===== src/rtl/line_engine_v2_if.sv =====
// MIG-side bus of the line engine: address FIFO and write-data FIFO with their full flags.
// The engine is the master; the FIFO side (or a bench model) is the slave.
interface line_engine_v2_if;
  logic         af_full;
  logic         wdf_full;
  logic [30:0]  af_addr_din;
  logic         af_wr_en;
  logic [127:0] wdf_din;
  logic [15:0]  wdf_mask_din;
  logic         wdf_wr_en;

  modport master (
    input  af_full, wdf_full,
    output af_addr_din, af_wr_en, wdf_din, wdf_mask_din, wdf_wr_en
  );

  modport slave (
    output af_full, wdf_full,
    input  af_addr_din, af_wr_en, wdf_din, wdf_mask_din, wdf_wr_en
  );
endinterface


===== src/rtl/line_engine_v2.sv =====
// Line/rectangle engine: Bresenham lines (one pixel per burst) and filled rectangles
// (up to 8 pixels per burst) written into the frame buffer through the MIG FIFOs.
module line_engine_v2 #(
  parameter int COORD_W = 10,
  parameter int ERR_W   = COORD_W + 2
) (
  input  logic               clk,
  input  logic               rst,
  output logic               LE_ready,
  output logic               LE_done,
  input  logic [31:0]        LE_color,
  input  logic [COORD_W-1:0] LE_point,
  input  logic               LE_color_valid,
  input  logic               LE_x0_valid,
  input  logic               LE_y0_valid,
  input  logic               LE_x1_valid,
  input  logic               LE_y1_valid,
  input  logic               LE_mode,
  input  logic               LE_trigger,
  input  logic [31:0]        LE_frame_base,
  line_engine_v2_if.master   mig
);

  localparam int GW = COORD_W - 3;
  localparam int AW = 2 * COORD_W + 5;

  localparam logic [COORD_W-1:0] ONE_C = COORD_W'(1);
  localparam logic [GW-1:0]      ONE_G = GW'(1);

  localparam logic [2:0] S_IDLE  = 3'd0;
  localparam logic [2:0] S_SETUP = 3'd1;
  localparam logic [2:0] S_SEND1 = 3'd2;
  localparam logic [2:0] S_SEND2 = 3'd3;
  localparam logic [2:0] S_STEP  = 3'd4;

  function automatic logic [15:0] beat_mask(input logic [3:0] en);
    logic [15:0] m;
    m = 16'hFFFF;
    for (int p = 0; p < 4; p++) begin
      m[15-4*p -: 4] = en[p] ? 4'h0 : 4'hF;
    end
    return m;
  endfunction

  function automatic logic [30:0] burst_addr(input logic [5:0] fb,
                                             input logic [COORD_W-1:0] y,
                                             input logic [GW-1:0] g);
    logic [AW-1:0] a;
    a = {fb, y, g, 2'b00};
    return 31'(a);
  endfunction

  logic [2:0]         state_q, state_d;
  logic [COORD_W-1:0] x0_q, y0_q, x1_q, y1_q;
  logic [31:0]        color_q;

  logic [COORD_W-1:0] sx0_q, sy0_q, sx1_q, sy1_q, sx0_d, sy0_d, sx1_d, sy1_d;
  logic [31:0]        scol_q, scol_d;
  logic               mode_q, mode_d;
  logic [5:0]         fb_q, fb_d;

  logic               steep_q, steep_d, yneg_q, yneg_d;
  logic [COORD_W-1:0] major_q, major_d, minor_q, minor_d, major_end_q, major_end_d;
  logic [COORD_W-1:0] dx_q, dx_d, dy_q, dy_d;
  logic signed [ERR_W-1:0] err_q, err_d, err_sub_s, err_nxt_s;

  logic [COORD_W-1:0] xmin_q, xmin_d, xmax_q, xmax_d, ymax_q, ymax_d, row_q, row_d;
  logic [GW-1:0]      grp_q, grp_d;

  logic [30:0]        addr_q, addr_d;
  logic [15:0]        mask_q, mask_d, mask2_q, mask2_d;
  logic [127:0]       data_q, data_d;

  logic [COORD_W-1:0] adx_s, ady_s, a0_s, b0_s, a1_s, b1_s;
  logic [COORD_W-1:0] ma_s, mb_s, ea_s, eb_s, ldx_s, ldy_s, minor_nxt_s;
  logic               steep_s, swap_s, err_neg_s, last_s, send1_ok_s, send2_ok_s, load_s;
  logic [COORD_W-1:0] px_s, py_s, brow_s, bx;
  logic [GW-1:0]      bgrp_s;
  logic [7:0]         en_s;
  logic               unused_fb_s;

  assign unused_fb_s = ^{LE_frame_base[31:28], LE_frame_base[21:0]};

  // Setup: choose the major axis and order endpoints so the major coordinate ascends.
  assign adx_s   = (sx1_q >= sx0_q) ? (sx1_q - sx0_q) : (sx0_q - sx1_q);
  assign ady_s   = (sy1_q >= sy0_q) ? (sy1_q - sy0_q) : (sy0_q - sy1_q);
  assign steep_s = ady_s > adx_s;
  assign a0_s    = steep_s ? sy0_q : sx0_q;
  assign b0_s    = steep_s ? sx0_q : sy0_q;
  assign a1_s    = steep_s ? sy1_q : sx1_q;
  assign b1_s    = steep_s ? sx1_q : sy1_q;
  assign swap_s  = a0_s > a1_s;
  assign ma_s    = swap_s ? a1_s : a0_s;
  assign mb_s    = swap_s ? b1_s : b0_s;
  assign ea_s    = swap_s ? a0_s : a1_s;
  assign eb_s    = swap_s ? b0_s : b1_s;
  assign ldx_s   = ea_s - ma_s;
  assign ldy_s   = (eb_s >= mb_s) ? (eb_s - mb_s) : (mb_s - eb_s);

  assign err_sub_s   = err_q - $signed(ERR_W'(dy_q));
  assign err_neg_s   = err_sub_s[ERR_W-1];
  assign err_nxt_s   = err_neg_s ? (err_sub_s + $signed(ERR_W'(dx_q))) : err_sub_s;
  assign minor_nxt_s = err_neg_s ? (yneg_q ? (minor_q - ONE_C) : (minor_q + ONE_C)) : minor_q;

  assign last_s = mode_q ? ((grp_q == xmax_q[COORD_W-1:3]) && (row_q == ymax_q))
                         : (major_q == major_end_q);

  assign send1_ok_s = (state_q == S_SEND1) & ~mig.af_full & ~mig.wdf_full;
  assign send2_ok_s = (state_q == S_SEND2) & ~mig.wdf_full;

  // Sequencer and cursor next-state.
  always_comb begin
    state_d     = state_q;
    sx0_d       = sx0_q;
    sy0_d       = sy0_q;
    sx1_d       = sx1_q;
    sy1_d       = sy1_q;
    scol_d      = scol_q;
    mode_d      = mode_q;
    fb_d        = fb_q;
    steep_d     = steep_q;
    yneg_d      = yneg_q;
    major_d     = major_q;
    minor_d     = minor_q;
    major_end_d = major_end_q;
    dx_d        = dx_q;
    dy_d        = dy_q;
    err_d       = err_q;
    xmin_d      = xmin_q;
    xmax_d      = xmax_q;
    ymax_d      = ymax_q;
    grp_d       = grp_q;
    row_d       = row_q;
    case (state_q)
      S_IDLE: begin
        if (LE_trigger) begin
          state_d = S_SETUP;
          sx0_d   = x0_q;
          sy0_d   = y0_q;
          sx1_d   = x1_q;
          sy1_d   = y1_q;
          scol_d  = color_q;
          mode_d  = LE_mode;
          fb_d    = LE_frame_base[27:22];
        end else begin
          state_d = S_IDLE;
        end
      end
      S_SETUP: begin
        state_d     = S_SEND1;
        steep_d     = steep_s;
        yneg_d      = mb_s > eb_s;
        major_d     = ma_s;
        minor_d     = mb_s;
        major_end_d = ea_s;
        dx_d        = ldx_s;
        dy_d        = ldy_s;
        err_d       = ERR_W'({1'b0, ldx_s[COORD_W-1:1]});
        xmin_d      = (sx0_q <= sx1_q) ? sx0_q : sx1_q;
        xmax_d      = (sx0_q <= sx1_q) ? sx1_q : sx0_q;
        ymax_d      = (sy0_q <= sy1_q) ? sy1_q : sy0_q;
        row_d       = (sy0_q <= sy1_q) ? sy0_q : sy1_q;
        grp_d       = xmin_d[COORD_W-1:3];
      end
      S_SEND1: begin
        state_d = send1_ok_s ? S_SEND2 : S_SEND1;
      end
      S_SEND2: begin
        state_d = send2_ok_s ? S_STEP : S_SEND2;
      end
      S_STEP: begin
        if (last_s) begin
          state_d = S_IDLE;
        end else if (mode_q) begin
          state_d = S_SEND1;
          if (grp_q != xmax_q[COORD_W-1:3]) begin
            grp_d = grp_q + ONE_G;
          end else begin
            grp_d = xmin_q[COORD_W-1:3];
            row_d = row_q + ONE_C;
          end
        end else begin
          state_d = S_SEND1;
          major_d = major_q + ONE_C;
          minor_d = minor_nxt_s;
          err_d   = err_nxt_s;
        end
      end
      default: begin
        state_d = S_IDLE;
      end
    endcase
  end

  assign px_s   = steep_d ? minor_d : major_d;
  assign py_s   = steep_d ? major_d : minor_d;
  assign bgrp_s = mode_d ? grp_d : px_s[COORD_W-1:3];
  assign brow_s = mode_d ? row_d : py_s;
  assign load_s = (state_d == S_SEND1) && (state_q != S_SEND1);

  // Pixel enables of the burst about to be issued (RECT clips the group to [xmin,xmax]).
  always_comb begin
    bx   = '0;
    en_s = 8'h00;
    for (int i = 0; i < 8; i++) begin
      bx = {grp_d, i[2:0]};
      if (mode_d) begin
        en_s[i] = (bx >= xmin_d) && (bx <= xmax_d);
      end else begin
        en_s[i] = (px_s[2:0] == i[2:0]);
      end
    end
  end

  // Burst output registers: loaded on entry to SEND1, beat-2 mask swapped in on SEND1 -> SEND2.
  always_comb begin
    if (load_s) begin
      addr_d  = burst_addr(fb_d, brow_s, bgrp_s);
      mask_d  = beat_mask(en_s[3:0]);
      mask2_d = beat_mask(en_s[7:4]);
      data_d  = {4{scol_d}};
    end else if (send1_ok_s) begin
      addr_d  = addr_q;
      mask_d  = mask2_q;
      mask2_d = mask2_q;
      data_d  = data_q;
    end else begin
      addr_d  = addr_q;
      mask_d  = mask_q;
      mask2_d = mask2_q;
      data_d  = data_q;
    end
  end

  // Load registers follow their strobes in any state.
  always_ff @(posedge clk) begin
    if (rst) begin
      x0_q    <= '0;
      y0_q    <= '0;
      x1_q    <= '0;
      y1_q    <= '0;
      color_q <= 32'h0;
    end else begin
      if (LE_x0_valid)    x0_q    <= LE_point;
      if (LE_y0_valid)    y0_q    <= LE_point;
      if (LE_x1_valid)    x1_q    <= LE_point;
      if (LE_y1_valid)    y1_q    <= LE_point;
      if (LE_color_valid) color_q <= LE_color;
    end
  end

  // Engine state; reset abandons any operation in flight.
  always_ff @(posedge clk) begin
    if (rst) begin
      state_q     <= S_IDLE;
      sx0_q       <= '0;
      sy0_q       <= '0;
      sx1_q       <= '0;
      sy1_q       <= '0;
      scol_q      <= 32'h0;
      mode_q      <= 1'b0;
      fb_q        <= 6'h0;
      steep_q     <= 1'b0;
      yneg_q      <= 1'b0;
      major_q     <= '0;
      minor_q     <= '0;
      major_end_q <= '0;
      dx_q        <= '0;
      dy_q        <= '0;
      err_q       <= '0;
      xmin_q      <= '0;
      xmax_q      <= '0;
      ymax_q      <= '0;
      grp_q       <= '0;
      row_q       <= '0;
      addr_q      <= 31'h0;
      mask_q      <= 16'h0;
      mask2_q     <= 16'h0;
      data_q      <= 128'h0;
    end else begin
      state_q     <= state_d;
      sx0_q       <= sx0_d;
      sy0_q       <= sy0_d;
      sx1_q       <= sx1_d;
      sy1_q       <= sy1_d;
      scol_q      <= scol_d;
      mode_q      <= mode_d;
      fb_q        <= fb_d;
      steep_q     <= steep_d;
      yneg_q      <= yneg_d;
      major_q     <= major_d;
      minor_q     <= minor_d;
      major_end_q <= major_end_d;
      dx_q        <= dx_d;
      dy_q        <= dy_d;
      err_q       <= err_d;
      xmin_q      <= xmin_d;
      xmax_q      <= xmax_d;
      ymax_q      <= ymax_d;
      grp_q       <= grp_d;
      row_q       <= row_d;
      addr_q      <= addr_d;
      mask_q      <= mask_d;
      mask2_q     <= mask2_d;
      data_q      <= data_d;
    end
  end

  assign LE_ready         = (state_q == S_IDLE);
  assign LE_done          = send2_ok_s & last_s;
  assign mig.af_wr_en     = send1_ok_s;
  assign mig.wdf_wr_en    = send1_ok_s | send2_ok_s;
  assign mig.af_addr_din  = addr_q;
  assign mig.wdf_din      = data_q;
  assign mig.wdf_mask_din = mask_q;

endmodule


===== src/flat_wrapper.sv =====
// flat-port wrapper written by rule: the top's interface ports become plain ports
module line_engine_v2_flat 
#(
  parameter int COORD_W = 10,
  parameter int ERR_W   = COORD_W + 2
)
  (clk, rst, LE_ready, LE_done, LE_color, LE_point, LE_color_valid, LE_x0_valid, LE_y0_valid, LE_x1_valid, LE_y1_valid, LE_mode, LE_trigger, LE_frame_base, mig_af_full, mig_wdf_full, mig_af_addr_din, mig_af_wr_en, mig_wdf_din, mig_wdf_mask_din, mig_wdf_wr_en);
  line_engine_v2_if mig_i ();
  input  logic clk;
  input  logic rst;
  output logic LE_ready;
  output logic LE_done;
  input  logic [31:0] LE_color;
  input  logic [COORD_W-1:0] LE_point;
  input  logic LE_color_valid;
  input  logic LE_x0_valid;
  input  logic LE_y0_valid;
  input  logic LE_x1_valid;
  input  logic LE_y1_valid;
  input  logic LE_mode;
  input  logic LE_trigger;
  input  logic [31:0] LE_frame_base;
  input wire logic [$bits(mig_i.af_full)-1:0] mig_af_full;
  input wire logic [$bits(mig_i.wdf_full)-1:0] mig_wdf_full;
  output wire logic [$bits(mig_i.af_addr_din)-1:0] mig_af_addr_din;
  output wire logic [$bits(mig_i.af_wr_en)-1:0] mig_af_wr_en;
  output wire logic [$bits(mig_i.wdf_din)-1:0] mig_wdf_din;
  output wire logic [$bits(mig_i.wdf_mask_din)-1:0] mig_wdf_mask_din;
  output wire logic [$bits(mig_i.wdf_wr_en)-1:0] mig_wdf_wr_en;
  assign mig_i.af_full = mig_af_full;
  assign mig_i.wdf_full = mig_wdf_full;
  assign mig_af_addr_din = mig_i.af_addr_din;
  assign mig_af_wr_en = mig_i.af_wr_en;
  assign mig_wdf_din = mig_i.wdf_din;
  assign mig_wdf_mask_din = mig_i.wdf_mask_din;
  assign mig_wdf_wr_en = mig_i.wdf_wr_en;
  line_engine_v2 #(.COORD_W(COORD_W), .ERR_W(ERR_W)) u_core (.clk(clk), .rst(rst), .LE_ready(LE_ready), .LE_done(LE_done), .LE_color(LE_color), .LE_point(LE_point), .LE_color_valid(LE_color_valid), .LE_x0_valid(LE_x0_valid), .LE_y0_valid(LE_y0_valid), .LE_x1_valid(LE_x1_valid), .LE_y1_valid(LE_y1_valid), .LE_mode(LE_mode), .LE_trigger(LE_trigger), .LE_frame_base(LE_frame_base), .mig(mig_i));
endmodule

===== config.mk =====
export PLATFORM = sky130hd
export DESIGN_NAME = line_engine_v2_flat
export DESIGN_NICKNAME = d
export VERILOG_FILES = /design/src/rtl/line_engine_v2_if.sv /design/src/rtl/line_engine_v2.sv /design/src/flat_wrapper.sv
export SDC_FILE = /design/constraint.sdc
export NUM_CORES = 1
export LEC_CHECK = 0
export CORE_MARGIN = 2
export CORE_UTILIZATION = 45
export DETAILED_ROUTE_END_ITERATION = 7
export PLACE_DENSITY = 0.67
export SETUP_SLACK_MARGIN = 0.02
export SLEW_MARGIN = 15
export SYNTH_ARGS = -nofsm -noshare
export SYNTH_HDL_FRONTEND = slang
export SYNTH_SLANG_ARGS = --single-unit

===== constraint.sdc =====
create_clock -name clk -period 11.68 [get_ports clk]
set_input_delay 2.336 -clock clk [delete_from_list [all_inputs] [get_ports clk]]
set_output_delay 2.336 -clock clk [all_outputs]
set_load 0.005 [all_outputs]

==> impl_metrics.ini, run 1 <==
[status]
status = complete, no violations

[power]
power.switching_uw = 2660
seqPwrFrac = 0.220
cellPowerDensity_nw_per_um2 = 250
comb_power_share = 0.588
p_leak_uw = 0.00983
swShare = 0.445
p_int_uw = 3320
clkPwrFrac = 0.192
peakVddDrop_mv = 0.256

[clock_network]
clockBufferDepth = 3
cts_tree = done
clk_pin_slew_ps = 60
h-tree-depth = 2
post_cts_buffers = 0
clk-insertion-delay-late_ps = 530
hold_buffers = 0
postCtsResizedCells = 0
numCtsBuffers = 36
numClockSinks = 328
clock-root-buffer = clkbuf_16

[min_path]
hp-class = flip-flop to flip-flop
min_path_cells = 2

[logic_synthesis]
ys_seq_area_frac = 0.314
yosysMostFrequentCell = nor2_1
synthesis.area_um2 = 20900
synth_cell_type_count = 103
synth_top_cell_area_share = 0.314
synth-edff-count = 0
synth.mux.area_fraction = 0.112
synth_common_cells = nor2_1, dfxtp_1, nand2_1
ys_top_cells_by_area = dfxtp_1, mux2i_1, ha_1
yosys.area.top_type = dfxtp_1
yosysWarnings = 0
synth_ff_type = dfxtp_1
synthAdderAreaFrac = 0.0852
avgSynthCellArea_um2 = 8.21
synth-xor-area-share = 0.0369
synth_seq_cells = 328
synth_cells = 2546
synth_top_family_by_area = compound AO/OA/AOI/OAI gates
postSynth.asyncResetShare = 0
yosys.area_share.simple = 0.160
synth_compound_area_frac = 0.201

[route]
antenna_left = 0
drc = 0
viasPerCell = 5.64
vias = 18200
dr.pass1.iters = 7
wl_per_cell_um = 19.3
drt_wl_total_um = 62200
drtIter0Drc = 1432

[floorplan]
die_y_um = 220
core_um2 = 45600
die_width_um = 220
die-area_um2 = 48200
ios = 264
start_util = 0.459
rows = 78

[cells_and_area]
diodes = 0
fillers = 4258
fin_nets = 2817
drive_gt1_frac = 0.0618
syn2layout_area_growth_pct = 14.6
finalInstanceArea_um2 = 23900
utilization = 0.525

[place]
place_congestion = 0.963
dpl-instance-area_um2 = 22800
portBuffers = 229
hpwl_um = 46700

[global_route]
grt_max_degree = 109
antenna_found_initial = 0
grt_use_total = 0.252
grt_pass1_wl_um = 95900
grt-ovfl-total = 0
grt_pass1_vias = 17400

[worst_setup_path]
cp-start-kind = flip-flop
crit_path_end_kind = flip-flop
ff2ff_path_depth = 37
crit_buf_inv = 4
arrival_ps = 11230
critPathMaxFanout = 37
critical-path-top-delay-family = compound AO/OA/AOI/OAI gates
worstSetupPathType = flip-flop to flip-flop
cp_slowest_stage_delay_ps = 880
crit_cells = 37
worstPathRequired_ps = 12150
slowest_stage = nor2_4

[flow_run]
cap_violations = 0

[sta]
rsz0062_at_grt = false
worst_pin_slew_ps = 1170
fin_tns_setup_ps = 0
finalCritPeriodShare = 0.922
setup_violations = 0
hold_violations = 0
finalClockSkew_ps = 17.4
finalCriticalPeriod_ps = 10760
slew_headroom = 0.215
max_freq_mhz = 92.9
drv_slew = 0
## worst paths after layout
check / slack [ps] / endpoint / from
worst max-delay path: 920 / u_core.dy_q[8]$_SDFFE_PP0P_ / u_core.sx1_q[7]$_SDFFE_PP0P_
worst min-delay path: 450 / u_core.sy1_q[4]$_SDFFE_PP0P_ / u_core.y1_q[4]$_SDFFE_PP0P_
worst max register to register: 920 / u_core.dy_q[8]$_SDFFE_PP0P_ / u_core.sx1_q[7]$_SDFFE_PP0P_
worst min register to register: 450 / u_core.sy1_q[4]$_SDFFE_PP0P_ / u_core.y1_q[4]$_SDFFE_PP0P_
## worst reg2reg max path, delay by kind of cell (launching register included)
kind	cells	cell delay (ps)
AO/OA/AOI/OAI	17	4290
XOR/XNOR	2	430
adder cells (fa/ha/maj)	4	1540
buffers and inverters	4	830
flip-flops	1	480
multiplexers	4	1390
AND/OR/NAND/NOR	6	1750
## area by class of cell
class                   instances  area, µm²  area share
clock inverters                14        148     0.00617
inverters                     113        424      0.0177
repair buffers                258       2510       0.105
clock buffers                  49       1050      0.0438
well taps                     600        751      0.0313
flip-flops and latches        328       6570       0.274
multi-input cells            1858      12500       0.522
## routing by layer
layer | track usage | up-vias | routed length [µm]
met5 | 0 | - | 0
met4 | 0.110 | 0 | 2870
met3 | 0.0301 | 117 | 3030
met2 | 0.417 | 564 | 28900
met1 | 0.329 | 8621 | 27400
li1 | - | 8861 | -
## kinds of logic after synthesis
group / after synthesis
compound gates: 625
other cells: 1
simple gates: 774
flops: 328
xor+xnor: 88
buf+inv: 367
fa+ha+maj: 137
mux: 226
## sequential cells by signal (all words and copies together) (netlist names), 12 cells and up
signal and count:
u_core.color_q 32, u_core.mig.af_addr_din 23, u_core.mig.wdf_din 32, u_core.err_q 12, u_core.scol_q 32
## power groups by stage
| stage | combinational (µW) | clock [µW] | sequential, µW |
|---|---|---|---|
| after global placement | 3410 | 0 | 1330 |
| after CTS | 3490 | 1170 | 1320 |
| after floorplan | 2760 | 0 | 1310 |
| final | 3520 | 1150 | 1320 |
| after detailed placement | 3480 | 0 | 1340 |
| after global routing | 3830 | 1220 | 1330 |
## layout by cell type (no fill, tap or decap), types with 28 or more instances in the layout
| master | count |
|---|---|
| a211oi_1 | 65 |
| clkbuf_16 | 36 |
| inv_1 | 112 |
| and2_1 | 31 |
| mux2i_1 | 206 |
| a21o_1 | 55 |
| xor2_1 | 37 |
| nand2_1 | 239 |
| o21ai_0 | 83 |
| xnor2_1 | 51 |
| nor2_1 | 351 |
| dfxtp_1 | 328 |
| nand3_1 | 43 |
| buf_4 | 29 |
| clkdlybuf4s50_1 | 227 |
| o211ai_1 | 28 |
| ha_1 | 128 |
| a21oi_1 | 219 |
## through the flow
step	std cells	hold slack (ps)	power, µW	worst slack, ps
after CTS	3220	449	5980	1030
after global routing	3220	469	6380	363
after floorplan	2553	431	4060	2450
after detailed placement	3157	441	4820	1030
final	3220	448	5990	917
after global placement	3157	437	4750	1220
Power figures use the tool's default switching activity.
==> run 2, diff against run 1 <==
--- a/config.mk
+++ b/config.mk
@@ -8,7 +8,7 @@
 export CORE_MARGIN = 2
 export CORE_UTILIZATION = 45
 export DETAILED_ROUTE_END_ITERATION = 7
-export PLACE_DENSITY = 0.67
+export PLACE_DENSITY = 0.7
 export SETUP_SLACK_MARGIN = 0.02
 export SLEW_MARGIN = 15
 export SYNTH_ARGS = -nofsm -noshare
==> constraint.sdc (replaced) <==
create_clock -name clk -period 9.6 [get_ports clk]
set_input_delay 2.4 -clock clk [delete_from_list [all_inputs] [get_ports clk]]
set_output_delay 2.4 -clock clk [all_outputs]
set_load 0.005 [all_outputs]
==> run 2 against run 1 <==
  * Wire length up 0.17%
  * Setup slack worse by 390 ps
  * Sequential cell count unchanged
  * Final cell count up 1.2%
  * Final area up 1.5%
  * Clock power up 26%
  * Total power up 24%
  * Combinational power up 24%
  * Critical endpoint unchanged
  * Fmax up 19%
  * Sequential power up 20%
  * First-iteration DRC count up 8.4%
==> impl_metrics.ini, run 2 (synthesized netlist as in run 1, its figures left out) <==
[floorplan]
die_width_um = 220
start_util = 0.459
die-area_um2 = 48200
ios = 264
core_um2 = 45600
die_y_um = 220
rows = 78

[clock_network]
numClockSinks = 328
cts_tree = done
clk_pin_slew_ps = 70
numCtsBuffers = 38
clk-insertion-delay-late_ps = 580
clockBufferDepth = 3
h-tree-depth = 2
clock-root-buffer = clkbuf_16
hold_buffers = 0

[global_route]
grt-ovfl-total = 0
antenna_found_initial = 0
grt_use_total = 0.254
grt_max_degree = 112
grt_pass1_wl_um = 97200
grt_pass1_vias = 17900

[min_path]
min_to = u_core.sy1_q[5]$_SDFFE_PP0P_
hp-class = flip-flop to flip-flop
min_path_cells = 2
hp-start = u_core.y1_q[5]$_SDFFE_PP0P_

[cells_and_area]
mostFrequentLayoutCell = nor2_1
utilization = 0.533
final_cells = 3260
final_cell_mix = nor2_1, dfxtp_1, nand2_1, clkdlybuf4s50_1, a21oi_1
diodes = 0
finalInstanceArea_um2 = 24300
fin_nets = 2855
drive_gt1_frac = 0.0778
syn2layout_area_growth_pct = 16.3

[worst_setup_path]
slowest_stage = ha_1
cp-start-kind = flip-flop
reg2reg_from = u_core.sx1_q[0]$_SDFFE_PP0P_
worstSetupPathType = flip-flop to flip-flop
cp_slowest_stage_delay_ps = 490
crit_path_end_kind = flip-flop
critPathMaxFanout = 30
worst_r2r_endpoint = u_core.dy_q[8]$_SDFFE_PP0P_
arrival_ps = 9570
reg2reg_setup_slack_ps = 520
startpoint = u_core.sx1_q[0]$_SDFFE_PP0P_
worstPathRequired_ps = 10090
ff2ff_path_depth = 39

[route]
drtIter0Drc = 1552
wl_per_cell_um = 19.1
drc = 0
vias = 18400
dr.pass1.iters = 6
drt_wl_total_um = 62300
antenna_left = 0
viasPerCell = 5.66

[sta]
finalCritPeriodShare = 0.946
slew_headroom = 0.260
finalClockSkew_ps = 30.3
drv_slew = 0
max_freq_mhz = 110
holdWs_ps = 448
worst_pin_slew_ps = 1110
finalCriticalPeriod_ps = 9080
fin_tns_setup_ps = 0
hold_violations = 0
setup_violations = 0

[place]
dpl-instance-area_um2 = 23000
dp_cells = 3192
place_congestion = 0.970
hpwl_um = 46300
portBuffers = 229

[power]
p_leak_uw = 0.0100
cellPowerDensity_nw_per_um2 = 306
peakVddDrop_mv = 0.313

[flow_run]
cap_violations = 0

[status]
status = complete, no violations
run 2: cell types whose count changed in the layout (fill, tap and decap cells not counted), sizes merged:
| cell | delta |
|---|---|
| inv | +2 |
| clkinvlp | +2 |
| bufinv | -1 |
| buf | +37 |
run 2: how the worst max path moves through the flow:
stage                                   to  slack, ps  depth (start not counted)
3_5_place_dp   u_core.dy_q[8]$_SDFFE_PP0P_        120                         37
3_3_place_gp   u_core.dy_q[8]$_SDFFE_PP0P_        250                         37
6_report       u_core.dy_q[8]$_SDFFE_PP0P_        520                         39
2_1_floorplan  u_core.dy_q[8]$_SDFFE_PP0P_        370                         44
5_1_grt        u_core.dy_q[8]$_SDFFE_PP0P_        -30                         37
4_1_cts        u_core.dy_q[8]$_SDFFE_PP0P_         80                         37
run 2: area by class of cell:
| cell class | count | area (µm²) |
|---|---|---|
| fill | 4185 | 21300 |
| multi-input combinational | 1858 | 12500 |
| sequential | 328 | 6570 |
| timing repair buffer | 294 | 2780 |
| clock buffer | 50 | 1090 |
| tap | 600 | 751 |
| inverter | 113 | 424 |
| clock inverter | 17 | 156 |
run 2: metal layers:
layer / up-vias / GRT usage / share of wire
met5: - / 0 / 0
met4: 0 / 0.101 / 0.036
met3: 123 / 0.0362 / 0.058
met2: 624 / 0.424 / 0.47
met1: 8759 / 0.330 / 0.43
li1: 8940 / - / -
run 2: timing repair:
| item | in CTS | in global routing |
|---|---|---|
| endpoints found under the setup margin | 0 | 11 |
| buffers inserted | 0 | 1 |
| endpoints found under the hold margin | 0 | 0 |
| resized for setup | 0 | 9 |
run 2: metrics by stage:
step / setup WS, ps / power (µW)
floorplan: 365 / 4950
global placement: 255 / 5830
detailed placement: 123 / 5910
CTS: 84.2 / 7390
global route: -25.9 / 7920
finish: 523 / 7430
run 2: critical path, delay by kind of cell, from the launching register on:
family	cells	cell delay [ps]
muxes	3	790
adders and majority gates	5	1620
buffers and inverters	4	680
xor gates and xnor gates	2	500
DFF	1	310
and+or+nand+nor	4	620
AOI/OAI and AO/OA	21	4470
run 2: power breakdown:
part	switching [µW]	internal, µW
clock	620	834
combinational	2540	1840
sequential	107	1490
==> run 3, diff against run 2 <==
--- a/config.mk
+++ b/config.mk
@@ -5,10 +5,12 @@
 export SDC_FILE = /design/constraint.sdc
 export NUM_CORES = 1
 export LEC_CHECK = 0
+export CELL_PAD_IN_SITES_DETAIL_PLACEMENT = 1
+export CELL_PAD_IN_SITES_GLOBAL_PLACEMENT = 1
 export CORE_MARGIN = 2
-export CORE_UTILIZATION = 45
+export CORE_UTILIZATION = 38
 export DETAILED_ROUTE_END_ITERATION = 7
-export PLACE_DENSITY = 0.7
+export PLACE_DENSITY = 0.77
 export SETUP_SLACK_MARGIN = 0.02
 export SLEW_MARGIN = 15
 export SYNTH_ARGS = -nofsm -noshare
==> run 3 against run 2 <==
  * Register-to-register slack better by 20 ps
  * Clock power about the same
  * Final area up 0.82%
  * First-iteration DRC count down 34%
  * Via count up 2.1%
  * Die area up 18%
  * Sequential power about the same
  * Critical path type unchanged
==> impl_metrics.ini, run 3 (synthesized netlist as in run 1, its figures left out) <==
[floorplan]
rows = 85
die-area_um2 = 56900
die_width_um = 239
start_util = 0.386
core_um2 = 54100
die_y_um = 239
ios = 264

[clock_network]
numClockSinks = 328
h-tree-depth = 2
hold_buffers = 0
clockBufferDepth = 3
clk-insertion-delay-late_ps = 580
cts_tree = done
clock-root-buffer = clkbuf_16
clk_pin_slew_ps = 70
numCtsBuffers = 37

[flow_run]
cap_violations = 0

[worst_setup_path]
cp-start-kind = flip-flop
critical-path-top-delay-family = compound AO/OA/AOI/OAI gates
critPathMaxFanout = 13
slowest_stage = mux2i_2
cp_slowest_stage_delay_ps = 400
crit_buf_inv = 6
worstSetupPathType = flip-flop to flip-flop
arrival_ps = 9530
crit_cells = 40
worstPathRequired_ps = 10070
ff2ff_path_depth = 40
crit_path_end_kind = flip-flop

[sta]
fin_tns_setup_ps = 0
finalClockSkew_ps = 44.8
finalCriticalPeriod_ps = 9060
setup_violations = 0
hold_violations = 0
worst_pin_slew_ps = 1170
drv_slew = 0
slew_headroom = 0.222
max_freq_mhz = 110
finalCritPeriodShare = 0.944

[place]
portBuffers = 229
dp_cells = 3296
dpl-instance-area_um2 = 23200
place_congestion = 0.921
hpwl_um = 54400

[cells_and_area]
final_cells = 3365
mostFrequentLayoutCell = nor2_1
fin_nets = 2870
diodes = 0
syn2layout_area_growth_pct = 17.3
finalInstanceArea_um2 = 24500
utilization = 0.453
drive_gt1_frac = 0.0791
final_cell_mix = nor2_1, dfxtp_1, nand2_1, clkdlybuf4s50_1, a21oi_1

[power]
swShare = 0.446
power.switching_uw = 3430
totalPowerFinal_uw = 7700
p_leak_uw = 0.0101
cellPowerDensity_nw_per_um2 = 314
clkPwrFrac = 0.188
peakVddDrop_mv = 0.238
seqPwrFrac = 0.208
comb_power_share = 0.604
p_int_uw = 4270

[global_route]
grt_use_total = 0.246
antenna_found_initial = 0
grt_max_degree = 123
grt-ovfl-total = 0
grt_pass1_vias = 19700
grt_pass1_wl_um = 111000

[route]
viasPerCell = 5.60
drc = 0
drt_wl_total_um = 71600
wl_per_cell_um = 21.3
drtIter0Drc = 1019
vias = 18800
dr.pass1.iters = 5
antenna_left = 0

[status]
status = complete, no violations

[min_path]
hp-class = flip-flop to flip-flop
min_path_cells = 2
-- run 3: area by class of cell --
type                       instances  area, µm²
tap                              696        871
fill                            6416      29600
clock inverter                     8        144
multi-input combinational       1858      12500
clock buffer                      52       1060
inverter                         113        424
timing repair buffer             310       2920
sequential                       328       6570
-- run 3: final timing paths --
check / startpoint / endpoint / slack (ps)
worst max register to register: u_core.sx1_q[0]$_SDFFE_PP0P_ / u_core.dy_q[8]$_SDFFE_PP0P_ / 540
worst min-delay path: u_core.x1_q[1]$_SDFFE_PP0P_ / u_core.sx1_q[1]$_SDFFE_PP0P_ / 440
worst min register to register: u_core.x1_q[1]$_SDFFE_PP0P_ / u_core.sx1_q[1]$_SDFFE_PP0P_ / 440
worst max-delay path: u_core.sx1_q[0]$_SDFFE_PP0P_ / u_core.dy_q[8]$_SDFFE_PP0P_ / 540
-- run 3: power groups by stage --
stage / registers (µW) / clock network [µW] / logic (µW)
after CTS: 1600 / 1480 / 4500
after global routing: 1610 / 1530 / 5050
after detailed placement: 1630 / 0 / 4470
after global placement: 1620 / 0 / 4310
final: 1600 / 1450 / 4650
after floorplan: 1590 / 0 / 3350
-- run 3: worst reg2reg max path, delay by kind of cell, from the launching register on --
| kind | cells | cell delay, ps |
|---|---|---|
| xor+xnor | 2 | 240 |
| compound gates | 20 | 3910 |
| simple gates | 3 | 610 |
| fa+ha+maj | 5 | 1540 |
| mux | 4 | 1210 |
| flops | 1 | 310 |
| buf+inv | 6 | 1110 |
-- run 3: repair_timing --
action,in CTS,in global routing
setup buffers,0,9
endpoints found under the hold margin,0,0
gates resized for setup,0,7
endpoints found under the setup margin,0,6
-- run 3: metal layers --
layer	part of all wire	global-route usage
met4	0.044	0.109
met1	0.43	0.304
met2	0.48	0.427
met3	0.038	0.0322
met5	0	0
-- run 3: per-stage QoR --
step                setup WS [ps]  hold WS [ps]
global placement              549           440
finish                        541           441
floorplan                     365           431
detailed placement            308           447
CTS                           296           445
global route                -37.6           471
